**config.mk**
```make
export PLATFORM = sky130hd
export DESIGN_NAME = pwm_ramp_controller
export DESIGN_NICKNAME = d
export VERILOG_FILES = /design/src/rtl/pwm_pkg.sv /design/src/rtl/pwm_duty_step.sv /design/src/rtl/pwm_ramp_controller.sv
export SDC_FILE = /design/constraint.sdc
export NUM_CORES = 1
export LEC_CHECK = 0
export ABC_CLOCK_PERIOD_IN_PS = 7300
export CORE_ASPECT_RATIO = 1.1
export CORE_UTILIZATION = 50
export DETAILED_ROUTE_END_ITERATION = 16
export PLACE_DENSITY = 0.76
export SETUP_SLACK_MARGIN = 0.1
export SLEW_MARGIN = 20
export SYNTH_ARGS = -nofsm -noshare
export SYNTH_HDL_FRONTEND = slang
export SYNTH_SLANG_ARGS = --single-unit
```
**constraint.sdc**
```tcl
create_clock -name clk -period 7.3 [get_ports clk]
set_input_delay 1.46 -clock clk [delete_from_list [all_inputs] [get_ports clk]]
set_output_delay 1.46 -clock clk [all_outputs]
set_load 0.05 [all_outputs]
```
**src/rtl/pwm_pkg.sv**
```systemverilog
// Shared types for the PWM ramp controller: FSM states, step direction and
// the ramp command record presented by a command source.
package pwm_pkg;

  localparam int unsigned PWM_WIDTH       = 8;
  localparam int unsigned PWM_DWELL_WIDTH = 8;

  typedef enum logic [2:0] {
    ST_IDLE   = 3'd0,
    ST_STEP   = 3'd1,
    ST_DWELL  = 3'd2,
    ST_SETTLE = 3'd3,
    ST_DONE   = 3'd4
  } pwm_ramp_state_t;

  typedef enum logic {
    DIR_UP   = 1'b0,
    DIR_DOWN = 1'b1
  } pwm_dir_t;

  typedef struct packed {
    logic [PWM_WIDTH-1:0]       period;
    logic [PWM_WIDTH-1:0]       duty;
    logic [PWM_WIDTH-1:0]       step;
    logic [PWM_DWELL_WIDTH-1:0] dwell;
  } pwm_ramp_cmd_t;

endpackage

```
**src/rtl/pwm_duty_step.sv**
```systemverilog
// Saturating duty stepper: moves current toward target by step without
// wrapping and without passing the target.
module pwm_duty_step
  import pwm_pkg::*;
#(
  parameter int unsigned WIDTH = 8
) (
  input  logic [WIDTH-1:0] current_i,
  input  logic [WIDTH-1:0] target_i,
  input  logic [WIDTH-1:0] step_i,
  output logic [WIDTH-1:0] next_o
);

  pwm_dir_t     dir_s;
  logic [WIDTH:0] sum_s;
  logic [WIDTH:0] diff_s;

  // One extra bit catches carry out on the way up and borrow on the way down.
  always_comb begin
    dir_s  = (target_i >= current_i) ? DIR_UP : DIR_DOWN;
    sum_s  = {1'b0, current_i} + {1'b0, step_i};
    diff_s = {1'b0, current_i} - {1'b0, step_i};
    next_o = target_i;
    case (dir_s)
      DIR_UP: begin
        if (sum_s < {1'b0, target_i}) begin
          next_o = sum_s[WIDTH-1:0];
        end else begin
          next_o = target_i;
        end
      end
      DIR_DOWN: begin
        if (!diff_s[WIDTH] && (diff_s > {1'b0, target_i})) begin
          next_o = diff_s[WIDTH-1:0];
        end else begin
          next_o = target_i;
        end
      end
      default: next_o = target_i;
    endcase
  end

endmodule

```
**src/rtl/pwm_ramp_controller.sv**
```systemverilog
// Ramp sequencer for a PWM generator: accepts ramp commands and strobes new
// period/duty values, holding each step for a number of PWM periods.
module pwm_ramp_controller
  import pwm_pkg::*;
#(
  parameter int unsigned WIDTH          = 8,
  parameter int unsigned INITIAL_PERIOD = 255,
  parameter int unsigned INITIAL_DUTY   = 0,
  parameter int unsigned DWELL_WIDTH    = 8
) (
  input  logic                   clk,
  input  logic                   reset,
  input  logic                   cmd_valid,
  output logic                   cmd_ready,
  input  logic [WIDTH-1:0]       cmd_period,
  input  logic [WIDTH-1:0]       cmd_duty,
  input  logic [WIDTH-1:0]       cmd_step,
  input  logic [DWELL_WIDTH-1:0] cmd_dwell,
  input  logic                   abort,
  input  logic                   period_end,
  output logic                   update_parameters,
  output logic [WIDTH-1:0]       pwm_period,
  output logic [WIDTH-1:0]       pwm_duty_cycle,
  output logic                   busy,
  output logic                   done
);

  localparam logic [WIDTH-1:0] INIT_PERIOD_C = WIDTH'(INITIAL_PERIOD);
  localparam logic [WIDTH-1:0] INIT_DUTY_C   = WIDTH'(INITIAL_DUTY);

  pwm_ramp_state_t        state_q, state_d;
  logic [WIDTH-1:0]       period_q, period_d;
  logic [WIDTH-1:0]       duty_q, duty_d;
  logic                   upd_q, upd_d;
  logic                   done_q, done_d;
  logic [WIDTH-1:0]       target_q, target_d;
  logic [WIDTH-1:0]       step_q, step_d;
  logic [DWELL_WIDTH-1:0] dwell_q, dwell_d;
  logic [DWELL_WIDTH-1:0] cnt_q, cnt_d;

  logic [WIDTH-1:0] acc_target_s, acc_step_s, acc_base_s;
  logic [WIDTH-1:0] cur_s, tgt_s, stp_s, next_s;

  // Accept-cycle operands come straight from the command; later steps use the latched ramp.
  always_comb begin
    acc_target_s = (cmd_duty > cmd_period) ? cmd_period : cmd_duty;
    acc_step_s   = (cmd_step == {WIDTH{1'b0}}) ? cmd_period : cmd_step;
    acc_base_s   = (duty_q > cmd_period) ? cmd_period : duty_q;
    if (state_q == ST_IDLE) begin
      cur_s = acc_base_s;
      tgt_s = acc_target_s;
      stp_s = acc_step_s;
    end else begin
      cur_s = duty_q;
      tgt_s = target_q;
      stp_s = step_q;
    end
  end

  pwm_duty_step #(.WIDTH(WIDTH)) u_step (
    .current_i (cur_s),
    .target_i  (tgt_s),
    .step_i    (stp_s),
    .next_o    (next_s)
  );

  // Next-state logic; the output registers are loaded on entry to STEP so the strobe is registered.
  always_comb begin
    state_d  = state_q;
    period_d = period_q;
    duty_d   = duty_q;
    upd_d    = 1'b0;
    done_d   = 1'b0;
    target_d = target_q;
    step_d   = step_q;
    dwell_d  = dwell_q;
    cnt_d    = cnt_q;
    case (state_q)
      ST_IDLE: begin
        if (cmd_valid) begin
          target_d = acc_target_s;
          step_d   = acc_step_s;
          dwell_d  = cmd_dwell;
          if ((cmd_period == period_q) && (acc_base_s == acc_target_s)) begin
            state_d = ST_DONE;
            done_d  = 1'b1;
          end else begin
            state_d  = ST_STEP;
            period_d = cmd_period;
            duty_d   = next_s;
            upd_d    = 1'b1;
          end
        end else begin
          state_d = ST_IDLE;
        end
      end
      ST_STEP: begin
        if (abort) begin
          state_d = ST_IDLE;
        end else if (duty_q == target_q) begin
          state_d = ST_SETTLE;
        end else begin
          state_d = ST_DWELL;
          cnt_d   = {DWELL_WIDTH{1'b0}};
        end
      end
      ST_DWELL: begin
        if (abort) begin
          state_d = ST_IDLE;
        end else if (period_end) begin
          if (cnt_q == dwell_q) begin
            state_d = ST_STEP;
            duty_d  = next_s;
            upd_d   = 1'b1;
          end else begin
            cnt_d = cnt_q + DWELL_WIDTH'(1'b1);
          end
        end else begin
          state_d = ST_DWELL;
        end
      end
      ST_SETTLE: begin
        if (abort) begin
          state_d = ST_IDLE;
        end else if (period_end) begin
          state_d = ST_DONE;
          done_d  = 1'b1;
        end else begin
          state_d = ST_SETTLE;
        end
      end
      ST_DONE: state_d = ST_IDLE;
      default: state_d = ST_IDLE;
    endcase
  end

  // State and output registers.
  always_ff @(posedge clk or posedge reset) begin
    if (reset) begin
      state_q  <= ST_IDLE;
      period_q <= INIT_PERIOD_C;
      duty_q   <= INIT_DUTY_C;
      upd_q    <= 1'b0;
      done_q   <= 1'b0;
      target_q <= {WIDTH{1'b0}};
      step_q   <= {WIDTH{1'b0}};
      dwell_q  <= {DWELL_WIDTH{1'b0}};
      cnt_q    <= {DWELL_WIDTH{1'b0}};
    end else begin
      state_q  <= state_d;
      period_q <= period_d;
      duty_q   <= duty_d;
      upd_q    <= upd_d;
      done_q   <= done_d;
      target_q <= target_d;
      step_q   <= step_d;
      dwell_q  <= dwell_d;
      cnt_q    <= cnt_d;
    end
  end

  assign cmd_ready         = (state_q == ST_IDLE);
  assign busy              = (state_q != ST_IDLE);
  assign update_parameters = upd_q;
  assign done              = done_q;
  assign pwm_period        = period_q;
  assign pwm_duty_cycle    = duty_q;

endmodule

```
After elaboration in Yosys (flattened, before gate mapping)
Index checks and enable logic that the tools add are counted.
Word-level totals
  register bits: 53
  logic and storage cells: 89
Cells by class
  add/subtract/negate cells: 3
  order comparisons: 5
  equality and inequality tests: 16
  mux-type cells: 43
  bitwise logic cells: 1
  reductions and logical operators: 12
Operator list (number)
  $mux 8: 18
  $pmux 8 s2: 3
  $eq 8x8->1: 4
  $mux 3: 7
  $gt 8x8->1: 2
  $ne 2x2->1 const B: 8
  $pmux 3 s4: 1
  $reduce_and 6->1: 2
  $mux 1: 11
  $add 8x8->9: 1
  $gt 9x8->1: 1
  $lt 9x8->1: 1
  $sub 8x8->9: 1
  $add 8x1->8 const B: 1
  $ge 8x8->1: 1
  $logic_not 8->1: 1
  $eq 3x2->1 const B: 2
  $ne 4x4->1 const B: 1
  $pmux 1 s2: 2
  $reduce_bool 2->1: 2
  $eq 3x1->1 const B: 1
  $logic_not 3->1: 1
  $reduce_and 3->1: 1
  $reduce_bool 3->1: 1
  other kinds (5): 6

Logic depth before layout (Yosys ltp)
  word-level depth: 12
  gate-level depth with buffers: 30

Cells and area by module
A second synthesis with hierarchy kept.
Second synthesis, totals
  cells, all modules: 638
  area total of the unflattened synthesis: 5310.1 µm²
Modules (own cells, without submodules)
  pwm_ramp_controller: instances 1, cells each 463, area an instance 3890.0 µm², seq. area each 1336.3 µm²
  pwm_duty_step: instances 1, cells each 175, area an instance 1420.1 µm², seq. area each 0.0 µm²

Worst setup path before layout
OpenSTA, ideal clock, no wires.
  kind: input to register
  start: input port cmd_period[3]
  end: register duty_q[1] (netlist: pwm_duty_cycle[1])
  library setup time: 0.125 ns
  arrival: 6.995 ns
  slack: 0.180 ns
  cell stages on the path: 30
  cell sequence: clkbuf_1 > inv_1 > ha_1 > and2_1 > o21ai_0 > nand4bb_1 > nand3_1 > clkbuf_1 > nor2_1 > a21oi_1 > inv_1 > ha_1 > nor2_1 > nor2_1 > o21bai_1 > and3_1 > o21ai_0 > or3b_1 > a21oi_1 > nand2b_1 > xnor2_1 > ha_1 > o21a_1 > o221ai_1 > a21oi_1 > a21boi_0 > a31oi_4 > mux2i_1 > mux2_2 > mux2_2
Between the ends
  longest elaborated chain between the ends: 12
  elaborated cells between the ends (all ways): 30
  classes of those cells: add/sub (2); order compare (5); eq/ne (3); mux (16); reduce/logical (4)
Ends and longest elaborated chain
  start, declared: RTL line pwm_ramp_controller.sv:15  | input logic [WIDTH-1:0] cmd_period,
  $gt 8x8->1: RTL line pwm_ramp_controller.sv:48  | acc_base_s = (duty_q > cmd_period) ? cmd_period : duty_q;
  $mux 8: RTL line pwm_ramp_controller.sv:48
  $mux 8: RTL line pwm_ramp_controller.sv:49  | if (state_q == ST_IDLE) begin
  $sub 8x8->9: RTL line pwm_duty_step.sv:22  | diff_s = {1'b0, current_i} - {1'b0, step_i};
  $gt 9x8->1 or $logic_not 1->1 (tied branches): RTL line pwm_duty_step.sv:33  | if (!diff_s[WIDTH] && (diff_s > {1'b0, target_i})) begin
  $logic_and 1x1->1: RTL line pwm_duty_step.sv:33
  $mux 8: RTL line pwm_duty_step.sv:33
  $pmux 8 s2: RTL line pwm_duty_step.sv:24  | case (dir_s)
  $mux 8: RTL line pwm_ramp_controller.sv:111  | if (cnt_q == dwell_q) begin
  $mux 8: RTL line pwm_ramp_controller.sv:110  | end else if (period_end) begin
  $mux 8: RTL line pwm_ramp_controller.sv:108  | if (abort) begin
  $pmux 8 s2: RTL line pwm_ramp_controller.sv:78  | case (state_q)
  end signal, assigned: RTL line pwm_ramp_controller.sv:152  | duty_q <= duty_d;
  end, declared: RTL line pwm_ramp_controller.sv:33  | logic [WIDTH-1:0] duty_q, duty_d;
Parallel ways exist; a longest one is shown, timed or not. The select of a mux whose other input is x is not followed.
A chain may end at the register's enable or synchronous reset.

Worst setup path after layout
  start: input port cmd_period[5]
  end: register duty_q[2] (netlist: pwm_duty_cycle[2])
The elaborated chain is that of the path after synthesis.

==> results.ini <==
[cts]
numClockSinks = 53
clock_path_buffers = 2
cts_tree = done
cts-root-buf = clkbuf_8
path_clk_slew_ns = 0.10
ctsHoldBuffers = 0
clk-insertion-delay-late_ns = 0.32
cts_max_level = 2
cts_inserted_buffers = 5

[hold_path]
hold_path_depth = 2
hp-start = step_q[1]
whs_endpoint = step_q[1]
hp-class = flip-flop to flip-flop

[setup_path]
crit_path_start_kind = primary input
critPathKind = primary input to flip-flop
crit_required_ns = 7.51
reg2reg_to = pwm_duty_cycle[2]
endpoint_kind = flip-flop
r2r_start = pwm_duty_cycle[5]
ff2ff_setup_slack_ns = 1.54
crit_arrival_ns = 7.04
reg2reg_depth = 24
path_max_fanout = 16

[cells_and_area]
antenna_cells = 0
fillers = 900
area_growth_pct = 17.96
final_layout_size_suffix_gt1_share_pct = 12.86
nets = 786

[flow_run]
maxCapViolCount = 0

[logic_synthesis]
syn-mean-instance-area_um2 = 8.351
synth_cell_types = 68
ys_ff_latch = 53
yosys_warnings = 0
synth-edff-count = 0
netlist_area_um2 = 5211
ys_seq_area_share_pct = 25.64
async_flop_share_pct = 100.0
synth_cells = 624
syn-num-nets = 719
synth_ff_type = dfrtp_1

[routing]
ant_nets = 0
totalWireLength_mm = 14.81
via_per_inst = 6.021
drc_errors = 0
wl_per_cell_um = 18.24
vias = 4889
drt_iter0_markers = 198
dr.pass1.iters = 4

[timing]
whs_ns = 0.4960
worst_pin_slew_ns = 0.8177
final-max-slew-violation-count = 0
setup_tns_ns = 0
hold_violations = 0
period_needed_ns = 6.837
slew-limit-headroom_pct = 45.34
grt_setup_unrepaired = false
setup_slack_ns = 0.4634
worst_clock_skew_ns = 0.006094
finalSetupViolCount = 0
fmax_mhz = 146.3
period_share_pct = 93.65

[floorplanning]
core_area_um2 = 9985
initial_utilization_pct = 52.19
rows = 38
die_area_um2 = 10840
die_y_um = 109.1
io_pins = 57
dieWidth_um = 99.34

[placement]
place_congestion = 0.9198
dpl_worst_slack_ns = 0.1273
hpwlAfterDp_mm = 11.76
portBuffers = 56

[outcome]
status = finished clean

[global_route]
overflow = 0
antenna_found_initial = 0
first_global_vias = 4814
grt_pass1_wl_mm = 23.56
grt_max_degree = 54
track_usage_pct = 27.94

## cell usage after synthesis (2+ instances only)
cell type	number	area share [%]
o211a_1	6	1.2
a21boi_0	4	0.58
o21a_1	3	0.43
o211ai_1	2	0.29
o31ai_1	3	0.43
dfstp_2	8	4.0
nand3b_1	2	0.29
o21bai_1	3	0.43
nor3b_1	2	0.29
nor2_1	60	4.3
ha_1	56	13
and2_1	2	0.24
o21ai_0	38	3.6
nor4_1	9	1.1
or3_1	3	0.36
xnor2_1	23	3.9
a211oi_1	2	0.29
buf_6	2	0.43
o311ai_1	2	0.34
dfrtp_1	45	22
clkbuf_1	20	1.4
nand2_1	58	4.2
nor3_1	13	1.2
a21oi_1	47	4.5
inv_1	54	3.9
mux2_1	2	0.43
nand4_1	10	1.2
nor2b_1	5	0.60
a221oi_1	7	1.2
and3_1	4	0.48
xor2_1	26	4.4
nand3_1	14	1.3
o221a_2	4	0.86
a21o_1	9	1.3
mux2i_1	15	2.9
mux2_2	17	3.7
nand2b_1	6	0.72
fa_1	2	0.77
o221ai_1	4	0.67
o21ba_2	2	0.38
buf_2	3	0.29
## critical path, cell delays in order
cell	delay [ns]
clkdlybuf4s50_1	0.50
inv_1	0.07
ha_1	0.30
a211oi_1	0.21
nor2_1	0.10
o31a_1	0.27
nand3_1	0.18
buf_4	0.24
nor2_1	0.06
a21o_1	0.18
ha_1	0.33
buf_4	0.17
nor2b_1	0.13
o21ai_1	0.16
a21oi_1	0.13
nor3_1	0.24
nor2_1	0.10
a21oi_1	0.34
ha_1	0.31
o211ai_1	0.15
a21oi_1	0.09
a2111oi_4	0.41
mux2_2	0.41
nand2_1	0.06
o21ai_0	0.13
mux2_1	0.31
## kinds of logic (layout without fill, tap and decap cells)
kind of cell,count (synthesis),count (layout),share of synthesized area [%]
xor+xnor,49,49,8.235
simple gates,198,198,18.61
flops,53,53,25.64
mux,34,34,6.987
compound gates,151,152,20.05
fa+ha+maj,58,58,14.21
buf+inv,81,148,6.266
## what timing repair did
item / CTS / global route
gates resized for setup: 0 / 3
buffers inserted: 0 / 1
setup endpoints to repair: 0 / 6
## metrics by stage
step / std cells / cell area [um^2] / util [%]
final: 812 / 6147 / 61.57
after floorplan: 624 / 5211 / -
after CTS: 810 / 6111 / 61.20
after detailed placement: 802 / 6016 / 60.25
after global placement: 802 / 6016 / 60.25
after global routing: 812 / 6147 / 61.57
## cell usage in the layout (no fill, tap or decap), types with 4 or more instances in the layout
cell type	n
clkdlybuf4s50_1	56
mux2i_1	15
and3_1	4
nand2b_1	6
nor2b_1	5
nand2_1	58
nand3_1	14
nor3_1	13
clkbuf_8	5
nor2_1	59
xnor2_1	23
o221ai_1	4
a21o_1	9
o21ai_0	38
a221oi_1	7
dfrtp_1	45
buf_4	30
xor2_1	26
o221a_2	4
ha_1	56
inv_1	53
mux2_2	17
nand4_1	10
nor4_1	8
o211a_1	6
dfstp_2	8
a21oi_1	46
## final cells by class
| cell class | count | area (um^2) | area share, % |
|---|---|---|---|
| Clock inverter | 3 | 26.28 | 0.4274 |
| Inverter | 54 | 202.7 | 3.297 |
| Tap cell | 120 | 150.1 | 2.442 |
| Timing Repair Buffer | 86 | 785.8 | 12.78 |
| Sequential cell | 53 | 1336 | 21.74 |
| Clock buffer | 5 | 68.82 | 1.119 |
| Multi-Input combinational cell | 491 | 3577 | 58.19 |
## worst max-delay path by stage
stage                  startpoint                 to  slack (ns)  depth (start not counted)
floorplan           cmd_period[3]  pwm_duty_cycle[1]        0.18                         30
global placement    cmd_period[5]  pwm_duty_cycle[1]        0.24                         28
detailed placement  cmd_period[5]  pwm_duty_cycle[1]        0.13                         28
global route        cmd_period[5]  pwm_duty_cycle[7]        0.11                         29
CTS                 cmd_period[5]  pwm_duty_cycle[7]        0.44                         27
finish              cmd_period[5]  pwm_duty_cycle[2]        0.46                         26
## flip-flops by register name, summed over array words and instances, names as in the netlist
signal / flops
pwm_period: 8
dwell_q: 8
target_q: 8
pwm_duty_cycle: 8
done: 1
state_q: 3
update_parameters: 1
step_q: 8
cnt_q: 8
## routing by layer
layer  wire [um]  track usage (%)  vias up
met3         895            3.846       58
met5           0                0        -
li1            -                -     2334
met4         813            16.81        0
met1        5941            32.64     2306
met2        7161            48.86      191
Power is left out: the tool's default activity adds up to more than one toggle a clock period on the data nets, which glitch-free logic cannot reach.
